$ cat src/rtl/mc_ctrl_pkg.sv
// mc_ctrl_pkg: state encoding, opcodes, mux/ALU select encodings and branch funct3 codes
package mc_ctrl_pkg;
  localparam int STATE_W = 4;
  typedef enum logic [STATE_W-1:0] {
    S_FETCH, S_DECODE, S_MEMADR, S_MEMREAD, S_MEMWB, S_MEMWRITE, S_EXECR,
    S_EXECI, S_ALUWB, S_BRANCH, S_JAL, S_JALR, S_JALR2
  } state_t;
  localparam logic [6:0] OP_LW   = 7'b0000011;
  localparam logic [6:0] OP_SW   = 7'b0100011;
  localparam logic [6:0] OP_R    = 7'b0110011;
  localparam logic [6:0] OP_I    = 7'b0010011;
  localparam logic [6:0] OP_BR   = 7'b1100011;
  localparam logic [6:0] OP_JAL  = 7'b1101111;
  localparam logic [6:0] OP_JALR = 7'b1100111;
  localparam logic [1:0] RES_ALUOUT = 2'b00;
  localparam logic [1:0] RES_DATA   = 2'b01;
  localparam logic [1:0] RES_ALURES = 2'b10;
  localparam logic [1:0] SRCA_PC    = 2'b00;
  localparam logic [1:0] SRCA_OLDPC = 2'b01;
  localparam logic [1:0] SRCA_RS1   = 2'b10;
  localparam logic [1:0] SRCB_RS2   = 2'b00;
  localparam logic [1:0] SRCB_IMM   = 2'b01;
  localparam logic [1:0] SRCB_FOUR  = 2'b10;
  localparam logic [1:0] ALU_ADD    = 2'b00;
  localparam logic [1:0] ALU_SUB    = 2'b01;
  localparam logic [1:0] ALU_FUNCT  = 2'b10;
  localparam logic [2:0] F3_BEQ  = 3'b000;
  localparam logic [2:0] F3_BNE  = 3'b001;
  localparam logic [2:0] F3_BLT  = 3'b100;
  localparam logic [2:0] F3_BGE  = 3'b101;
  localparam logic [2:0] F3_BLTU = 3'b110;
  localparam logic [2:0] F3_BGEU = 3'b111;
endpackage

$ cat src/rtl/mc_ctrl_if.sv
// mc_ctrl_if: IR/flag inputs and datapath controls of the sequencer
// MCCTRL_MEMWAIT_EN adds the mem_ready handshake input.
interface mc_ctrl_if;
  logic [6:0] op;
  logic [2:0] funct3;
  logic       Zero, Negative, Carry, Overflow;
`ifdef MCCTRL_MEMWAIT_EN
  logic       mem_ready;
`endif
  logic       PCWrite, AdrSrc, MemWrite, IRWrite, RegWrite, illegal_op;
  logic [1:0] ResultSrc, ALUSrcA, ALUSrcB, ALUOp;
`ifdef MCCTRL_MEMWAIT_EN
  modport master (input op, funct3, Zero, Negative, Carry, Overflow, mem_ready,
                  output PCWrite, AdrSrc, MemWrite, IRWrite, RegWrite, illegal_op,
                  ResultSrc, ALUSrcA, ALUSrcB, ALUOp);
  modport slave (output op, funct3, Zero, Negative, Carry, Overflow, mem_ready,
                 input PCWrite, AdrSrc, MemWrite, IRWrite, RegWrite, illegal_op,
                 ResultSrc, ALUSrcA, ALUSrcB, ALUOp);
`else
  modport master (input op, funct3, Zero, Negative, Carry, Overflow,
                  output PCWrite, AdrSrc, MemWrite, IRWrite, RegWrite, illegal_op,
                  ResultSrc, ALUSrcA, ALUSrcB, ALUOp);
  modport slave (output op, funct3, Zero, Negative, Carry, Overflow,
                 input PCWrite, AdrSrc, MemWrite, IRWrite, RegWrite, illegal_op,
                 ResultSrc, ALUSrcA, ALUSrcB, ALUOp);
`endif
endinterface

$ cat src/rtl/mc_ctrl_branch_cond.sv
// branch_cond: branch-taken decision from funct3 and the ALU flags of rs1-rs2
// Carry=1 means no borrow, so unsigned less-than is ~Carry.
module branch_cond
  import mc_ctrl_pkg::*;
(
  input  logic [2:0] i_funct3,
  input  logic       i_zero,
  input  logic       i_neg,
  input  logic       i_carry,
  input  logic       i_ovf,
  output logic       o_take
);
  logic w_lt;
  assign w_lt = i_neg ^ i_ovf;
  always_comb begin
    o_take = 1'b0;
    case (i_funct3)
      F3_BEQ:  o_take = i_zero;
      F3_BNE:  o_take = ~i_zero;
      F3_BLT:  o_take = w_lt;
      F3_BGE:  o_take = ~w_lt;
      F3_BLTU: o_take = ~i_carry;
      F3_BGEU: o_take = i_carry;
      default: o_take = 1'b0;
    endcase
  end
endmodule

$ cat src/rtl/mc_ctrl.sv
// mc_ctrl: Moore sequencer for the multicycle RV32I core driving all datapath enables and selects
// MCCTRL_MEMWAIT_EN makes FETCH/MEMREAD/MEMWRITE hold until mem_ready.
module mc_ctrl
  import mc_ctrl_pkg::*;
(
  input logic       clk,
  input logic       reset,
  mc_ctrl_if.master bus
);
  state_t     r_state, w_next;
  logic       w_ready, w_take;
  logic       w_pcw, w_adr, w_mw, w_irw, w_rw, w_ill;
  logic [1:0] w_res, w_a, w_b, w_alu;
`ifdef MCCTRL_MEMWAIT_EN
  assign w_ready = bus.mem_ready;
`else
  assign w_ready = 1'b1;
`endif
  branch_cond u_bc (
    .i_funct3(bus.funct3), .i_zero(bus.Zero), .i_neg(bus.Negative),
    .i_carry(bus.Carry), .i_ovf(bus.Overflow), .o_take(w_take)
  );
  always_ff @(posedge clk or posedge reset)
    if (reset) r_state <= S_FETCH;
    else       r_state <= w_next;
  always_comb begin
    w_next = S_FETCH;
    w_pcw  = 1'b0;
    w_adr  = 1'b0;
    w_mw   = 1'b0;
    w_irw  = 1'b0;
    w_rw   = 1'b0;
    w_ill  = 1'b0;
    w_res  = RES_ALUOUT;
    w_a    = SRCA_PC;
    w_b    = SRCB_RS2;
    w_alu  = ALU_ADD;
    case (r_state)
      S_FETCH: begin
        w_irw  = w_ready;
        w_pcw  = w_ready;
        w_res  = RES_ALURES;
        w_b    = SRCB_FOUR;
        w_next = w_ready ? S_DECODE : S_FETCH;
      end
      S_DECODE: begin
        w_a = SRCA_OLDPC;
        w_b = SRCB_IMM;
        case (bus.op)
          OP_LW, OP_SW: w_next = S_MEMADR;
          OP_R:         w_next = S_EXECR;
          OP_I:         w_next = S_EXECI;
          OP_BR:        w_next = S_BRANCH;
          OP_JAL:       w_next = S_JAL;
          OP_JALR:      w_next = S_JALR;
          default:      w_ill  = 1'b1;
        endcase
      end
      S_MEMADR: begin
        w_a    = SRCA_RS1;
        w_b    = SRCB_IMM;
        w_next = (bus.op == OP_SW) ? S_MEMWRITE : S_MEMREAD;
      end
      S_MEMREAD: begin
        w_adr  = 1'b1;
        w_next = w_ready ? S_MEMWB : S_MEMREAD;
      end
      S_MEMWB: begin
        w_res = RES_DATA;
        w_rw  = 1'b1;
      end
      S_MEMWRITE: begin
        w_adr  = 1'b1;
        w_mw   = 1'b1;
        w_next = w_ready ? S_FETCH : S_MEMWRITE;
      end
      S_EXECR: begin
        w_a    = SRCA_RS1;
        w_alu  = ALU_FUNCT;
        w_next = S_ALUWB;
      end
      S_EXECI: begin
        w_a    = SRCA_RS1;
        w_b    = SRCB_IMM;
        w_alu  = ALU_FUNCT;
        w_next = S_ALUWB;
      end
      S_ALUWB: w_rw = 1'b1;
      S_BRANCH: begin
        w_a   = SRCA_RS1;
        w_alu = ALU_SUB;
        w_pcw = w_take;
      end
      S_JAL, S_JALR2: begin
        w_a    = SRCA_OLDPC;
        w_b    = SRCB_FOUR;
        w_pcw  = 1'b1;
        w_next = S_ALUWB;
      end
      S_JALR: begin
        w_a    = SRCA_RS1;
        w_b    = SRCB_IMM;
        w_next = S_JALR2;
      end
      default: w_next = S_FETCH;
    endcase
  end
  // write enables are killed while reset is high so an aborted instruction leaves no side effect
  assign bus.PCWrite    = w_pcw & ~reset;
  assign bus.IRWrite    = w_irw & ~reset;
  assign bus.MemWrite   = w_mw  & ~reset;
  assign bus.RegWrite   = w_rw  & ~reset;
  assign bus.illegal_op = w_ill & ~reset;
  assign bus.AdrSrc     = w_adr;
  assign bus.ResultSrc  = w_res;
  assign bus.ALUSrcA    = w_a;
  assign bus.ALUSrcB    = w_b;
  assign bus.ALUOp      = w_alu;
endmodule

$ cat src/flat_wrapper.sv
// flat-port wrapper written by rule: the top's interface ports become plain ports
module mc_ctrl_flat import mc_ctrl_pkg::*;
  (clk, reset, bus_op, bus_funct3, bus_Zero, bus_Negative, bus_Carry, bus_Overflow, bus_PCWrite, bus_AdrSrc, bus_MemWrite, bus_IRWrite, bus_RegWrite, bus_illegal_op, bus_ResultSrc, bus_ALUSrcA, bus_ALUSrcB, bus_ALUOp);
  mc_ctrl_if bus_i ();
  input logic clk;
  input logic reset;
  input wire logic [$bits(bus_i.op)-1:0] bus_op;
  input wire logic [$bits(bus_i.funct3)-1:0] bus_funct3;
  input wire logic [$bits(bus_i.Zero)-1:0] bus_Zero;
  input wire logic [$bits(bus_i.Negative)-1:0] bus_Negative;
  input wire logic [$bits(bus_i.Carry)-1:0] bus_Carry;
  input wire logic [$bits(bus_i.Overflow)-1:0] bus_Overflow;
  output wire logic [$bits(bus_i.PCWrite)-1:0] bus_PCWrite;
  output wire logic [$bits(bus_i.AdrSrc)-1:0] bus_AdrSrc;
  output wire logic [$bits(bus_i.MemWrite)-1:0] bus_MemWrite;
  output wire logic [$bits(bus_i.IRWrite)-1:0] bus_IRWrite;
  output wire logic [$bits(bus_i.RegWrite)-1:0] bus_RegWrite;
  output wire logic [$bits(bus_i.illegal_op)-1:0] bus_illegal_op;
  output wire logic [$bits(bus_i.ResultSrc)-1:0] bus_ResultSrc;
  output wire logic [$bits(bus_i.ALUSrcA)-1:0] bus_ALUSrcA;
  output wire logic [$bits(bus_i.ALUSrcB)-1:0] bus_ALUSrcB;
  output wire logic [$bits(bus_i.ALUOp)-1:0] bus_ALUOp;
  assign bus_i.op = bus_op;
  assign bus_i.funct3 = bus_funct3;
  assign bus_i.Zero = bus_Zero;
  assign bus_i.Negative = bus_Negative;
  assign bus_i.Carry = bus_Carry;
  assign bus_i.Overflow = bus_Overflow;
  assign bus_PCWrite = bus_i.PCWrite;
  assign bus_AdrSrc = bus_i.AdrSrc;
  assign bus_MemWrite = bus_i.MemWrite;
  assign bus_IRWrite = bus_i.IRWrite;
  assign bus_RegWrite = bus_i.RegWrite;
  assign bus_illegal_op = bus_i.illegal_op;
  assign bus_ResultSrc = bus_i.ResultSrc;
  assign bus_ALUSrcA = bus_i.ALUSrcA;
  assign bus_ALUSrcB = bus_i.ALUSrcB;
  assign bus_ALUOp = bus_i.ALUOp;
  mc_ctrl u_core (.clk(clk), .reset(reset), .bus(bus_i));
endmodule
$ cat config.mk
export PLATFORM = sky130hd
export DESIGN_NAME = mc_ctrl_flat
export DESIGN_NICKNAME = d
export VERILOG_FILES = /design/src/rtl/mc_ctrl_pkg.sv /design/src/rtl/mc_ctrl_if.sv /design/src/rtl/mc_ctrl_branch_cond.sv /design/src/rtl/mc_ctrl.sv /design/src/flat_wrapper.sv
export SDC_FILE = /design/constraint.sdc
export NUM_CORES = 1
export LEC_CHECK = 0
export CAP_MARGIN = 20
export CORE_AREA = 2 2 39 41
export CTS_BUF_LIST = sky130_fd_sc_hd__clkbuf_8
export CTS_CLUSTER_SIZE = 25
export DETAILED_ROUTE_END_ITERATION = 7
export DIE_AREA = 0 0 41 43
export PLACE_DENSITY = 0.82
export SLEW_MARGIN = 20
export SYNTH_ARGS = -nofsm -noshare
export SYNTH_HDL_FRONTEND = slang
export SYNTH_SLANG_ARGS = --single-unit
$ cat constraint.sdc
create_clock -name clk -period 2.9 [get_ports clk]
set_input_delay 0.29 -clock clk [delete_from_list [all_inputs] [get_ports clk]]
set_output_delay 0.29 -clock clk [all_outputs]
set_load 0.02 [all_outputs]
; Word-level counts from Yosys, hierarchy flattened
; Cells that the tools add are included.
[op_classes]
n_eq_ne = 24
n_reduce_logical = 12
mux = 15
bitwise_logic = 10
[op_table]
columns = cell, count
row1 = $pmux 4 s6, 2
row2 = $eq 7x7->1 const B, 3
row3 = $eq 4x4->1 const B, 5
row4 = $eq 4x3->1 const B, 4
row5 = $pmux 2 s2, 4
row6 = $eq 7x6->1 const B, 2
row7 = $eq 3x3->1 const B, 4
row8 = $eq 4x2->1 const B, 2
row9 = $reduce_or 2->1, 4
row10 = $reduce_or 4->1, 2
row11 = $eq 7x2->1 const B, 1
row12 = $eq 7x5->1 const B, 1
row13 = $reduce_or 7->1, 1
row14 = $mux 1, 6
row15 = $pmux 1 s6, 1
row16 = $reduce_or 3->1, 2
row17 = $and 1x1->1, 5
row18 = $reduce_or 5->1, 1
row19 = $eq 4x1->1 const B, 1
row20 = $logic_not 4->1, 1
row21 = $not 1->1, 4
row22 = $eq 3x1->1 const B, 1
row23 = $logic_not 3->1, 1
row24 = $mux 3, 1
row25 = other kinds (2), 2
[word_totals]
output_inout_bits = 14
wordCells = 62
reg_bits = 4

; Longest topological paths before layout
[logic_depth]
word_depth = 5
ltp_mapped = 6

; By module
; Synthesis repeated with hierarchy kept, for this count alone.
[unflattened]
cells_unflattened = 76
hier_area_um2 = 559.3
[by_module_without_submodules]
columns = mod, seq_area_each_um2, cells_each, instances, area_each_um2
row1 = mc_ctrl, 100.1, 66, 1, 491.7
row2 = branch_cond, 0.0, 10, 1, 67.6

; Worst setup path before layout
; Ideal clock, no wire load.
[synth_path]
path_kind = register -> output
start = register u_core.r_state[3]
end = output port bus_illegal_op
path_stages_with_launch = 5
arrival_ns = 1.988
required_time_ns = 2.610
slack_ns = 0.622
n_path_buf = 2
path_cell_list = dfrtp_1 clkbuf_1 or2_1 clkbuf_1 a2111oi_0
[synth_via]
elab_chain_len = 3
[synth_lines]
columns = element, line_no
row1 = from (decl), mc_ctrl.sv:10  ; state_t r_state, w_next;
row2 = from (signal assigned), mc_ctrl.sv:25  ; else r_state <= w_next;
row3 = $eq 4x1->1, mc_ctrl.sv:38  ; case (r_state)
row4 = $mux 1, mc_ctrl.sv:38
row5 = $and 1x1->1, mc_ctrl.sv:113  ; assign bus.illegal_op = w_ill & ~reset;
row6 = to (decl), flat_wrapper.sv:18  ; output wire logic [$bits(bus_i.illegal_op)-1:0] bus_illegal_op;
; Every way passes these cells.

; Worst setup path in the final report
[layout_path]
start = input port bus_op[4]
end = output port bus_illegal_op
[layout_via]
elab_chain_len = 5
elab_cells_between_ends = 11
cone_classes = eq/ne (7) / mux (2) / bitwise (1) / reduce/logical (1)
[layout_lines]
columns = element, line_no
row1 = from (decl), flat_wrapper.sv:7  ; input wire logic [$bits(bus_i.op)-1:0] bus_op;
row2 = $eq 7x2->1 (tied with other cells), mc_ctrl.sv:49  ; case (bus.op)
row3 = $reduce_or 7->1 (no source line) *, -
row4 = $mux 1 *, mc_ctrl.sv:49
row5 = $mux 1 *, mc_ctrl.sv:38
row6 = $and 1x1->1 *, mc_ctrl.sv:113
; Every way passes the cells marked *; elsewhere a longest branch is shown, timed or not.

==> results.json <==
{
  "synthesis.nets": 88,
  "largest_reg_flops": 4,
  "worst_pin_slew_ns": 0.4362,
  "grt_pass1_vias": 520,
  "avgSynthCellArea_um2": 7.142,
  "timing_worst_setup_path_type": "input pin to output port",
  "hpwl_um": 1020,
  "final_cell_mix": "clkdlybuf4s50_1 (29), nor3_1 (8), a21oi_1 (5), o21ai_0 (5), xnor2_1 (5)",
  "hold_buffers": 0,
  "outcome": "finished, final reports clean",
  "hold_viol": 0,
  "ys_seq_area_frac": 0.1946,
  "vias": 624,
  "rows": 14,
  "ys_ff_latch": 4,
  "max_slew_margin": 0.7017,
  "final-seq-area_um2": 100.1,
  "p_leak_uw": 0.0002985,
  "skew_ns": 0.005743,
  "start_kind": "input pin",
  "synthesis.area_um2": 514.2,
  "final_area_um2": 839.6,
  "htree_levels": 1,
  "die_w_um": 41,
  "area_growth_pct": 63.26,
  "top_regs": "u_core.r_state: 4 flops",
  "ir_worst_vdd_mv": 0.6272,
  "max_freq_ghz": 0.4096,
  "cts_setup_buffers": 0,
  "drt-initial-drc-count": 9,
  "min_period_over_period": 0.8419,
  "core_area_mm2": 0.001384,
  "crit_chain": "clkdlybuf4s50_1 -> nand3b_1 -> o21ai_0 -> a2111oi_0 -> clkdlybuf4s50_1",
  "fp.dieH_um": 43,
  "slew_violations": 0,
  "start_util": 0.3716,
  "cpMaxStageDelayCell": "clkdlybuf4s50_1",
  "wl_per_cell_um": 11.43,
  "path_delay_family": "buffers and inverters",
  "antenna_cells": 0,
  "reg2reg_from": "u_core.r_state[1]",
  "synth_cell_types": 31,
  "crit_buf_inv": 2,
  "end_kind": "output port",
  "io_buffers": 29,
  "n_fill_cell": 136,
  "setup_viol": 0,
  "grt-ovfl-total": 0,
  "layout_commonest_cell": "clkdlybuf4s50_1",
  "worstSkewPairLatency_ns": 0.22,
  "ys.warnings.count": 0,
  "dr.pass1.iters": 4,
  "antenna_found_initial": 0,
  "ctsResizeCount": 0,
  "period_needed_ns": 2.442,
  "worst_path_most_repeated_cell": "clkdlybuf4s50_1",
  "grtUsageTotal": 0.1811,
  "grt_pass1_wl_um": 2159,
  "final_antenna_net_count": 0,
  "netlist_instances": 72,
  "cts_buffers": 3,
  "clk_pin_slew_ns": 0.03,
  "placed_area_um2": 798.3,
  "clockBufferDepth": 2,
  "grt_max_degree": 17,
  "ios": 30,
  "crit_fanout": 4,
  "rsz0062_at_grt": "no",
  "fin_nets": 116,
  "tns_ns": 0,
  "top_register": "u_core.r_state",
  "multiInputGateArea_um2": 372.9,
  "startpoint": "bus_op[4]",
  "clock_sinks": 4,
  "min_path_type": "input pin to async pin",
  "drc_errors": 0,
  "cts_tree": "done",
  "place_congestion": 0.8392,
  "p_per_area_mw_per_mm2": 705.3,
  "via_per_inst": 5.474,
  "wl_um": 1303,
  "drv_cap": 0,
  "die_area_mm2": 0.001763,
  "cp.arrival_ns": 2.15,
  "drive_gt1_frac": 0.05102,
  "critPathRequiredTime_ns": 2.61,
  "root_buffer": "clkbuf_8",
  "max_stage_delay_ns": 0.67
}
[final cells by class]
type,instances,share of cell area
multi-input combinational,58,0.4441
inverter,4,0.01788
clock buffer,3,0.04918
sequential,4,0.1192
tap,16,0.02385
timing repair buffer,29,0.3458
[metal layers]
layer,global-route usage,up-vias,share of wire
li1,-,318,-
met1,0.2168,273,0.42
met2,0.2781,31,0.49
met3,0.06283,2,0.076
met4,0.08000,0,0.013
met5,0,-,0
[kinds of logic after synthesis]
kind of cell           Yosys count  synth area share
AND/OR/NAND/NOR                 30            0.3187
AO/OA/AOI/OAI                   22            0.3017
buffers and inverters           10           0.08027
XOR/XNOR                         5           0.08515
flip-flops                       4            0.1947
multiplexers                     1           0.01947
[worst paths after layout]
| check | slack, ns | to | cells past startpoint |
|---|---|---|---|
| max | 0.46 | bus_illegal_op | 5 |
| min | 0.42 | u_core.r_state[3] | 2 |
| max reg2reg | 1.47 | u_core.r_state[3] | 4 |
| min reg2reg | 0.65 | u_core.r_state[3] | 1 |
| max in group asynchronous | 2.31 | u_core.r_state[0] | 2 |
| min in group clk | 0.65 | u_core.r_state[3] | 1 |
[report_power, final]
group	total, uW	internal, uW	switching (uW)
clock network	118	88.5	29.9
registers	109	68.9	40.6
logic	364	181	183
[metrics by stage]
stage	total power, uW	hold slack (ns)	std cells	utilization	worst slack (ns)
5_1_grt	635.1	0.4462	114	0.6067	0.2784
3_3_place_gp	473.8	0.6271	111	0.5769	0.4897
3_5_place_dp	474.6	0.6269	111	0.5769	0.4305
4_1_cts	597.8	0.4109	114	0.6067	0.4305
6_report	592.1	0.4180	114	0.6067	0.4584
2_1_floorplan	319.2	0.07264	72	-	0.6222
[cell usage after synthesis, drive strengths merged]
| master | instances | share of area |
|---|---|---|
| a211oi | 1 | 0.015 |
| nor4 | 2 | 0.024 |
| nand2 | 4 | 0.029 |
| o32ai | 1 | 0.017 |
| buf | 3 | 0.029 |
| nand3 | 1 | 0.0097 |
| o2bb2ai | 1 | 0.017 |
| inv | 4 | 0.029 |
| nor2b | 4 | 0.049 |
| o21a | 1 | 0.015 |
| or4b | 1 | 0.019 |
| mux2i | 1 | 0.019 |
| a21bo | 1 | 0.019 |
| a21oi | 6 | 0.066 |
| a22o | 1 | 0.017 |
| clkbuf | 3 | 0.022 |
| a221oi | 1 | 0.017 |
| o21ai | 5 | 0.049 |
| or2 | 1 | 0.012 |
| nand2b | 2 | 0.024 |
| and3 | 2 | 0.024 |
| nor2 | 3 | 0.022 |
| dfrtp | 4 | 0.19 |
| nand3b | 1 | 0.015 |
| or3 | 1 | 0.012 |
| xnor2 | 5 | 0.085 |
| o31ai | 1 | 0.015 |
| nor3 | 8 | 0.078 |
| a2111o | 1 | 0.022 |
| a2111oi | 2 | 0.034 |
Note: power is estimated with default switching activity, not from simulation.
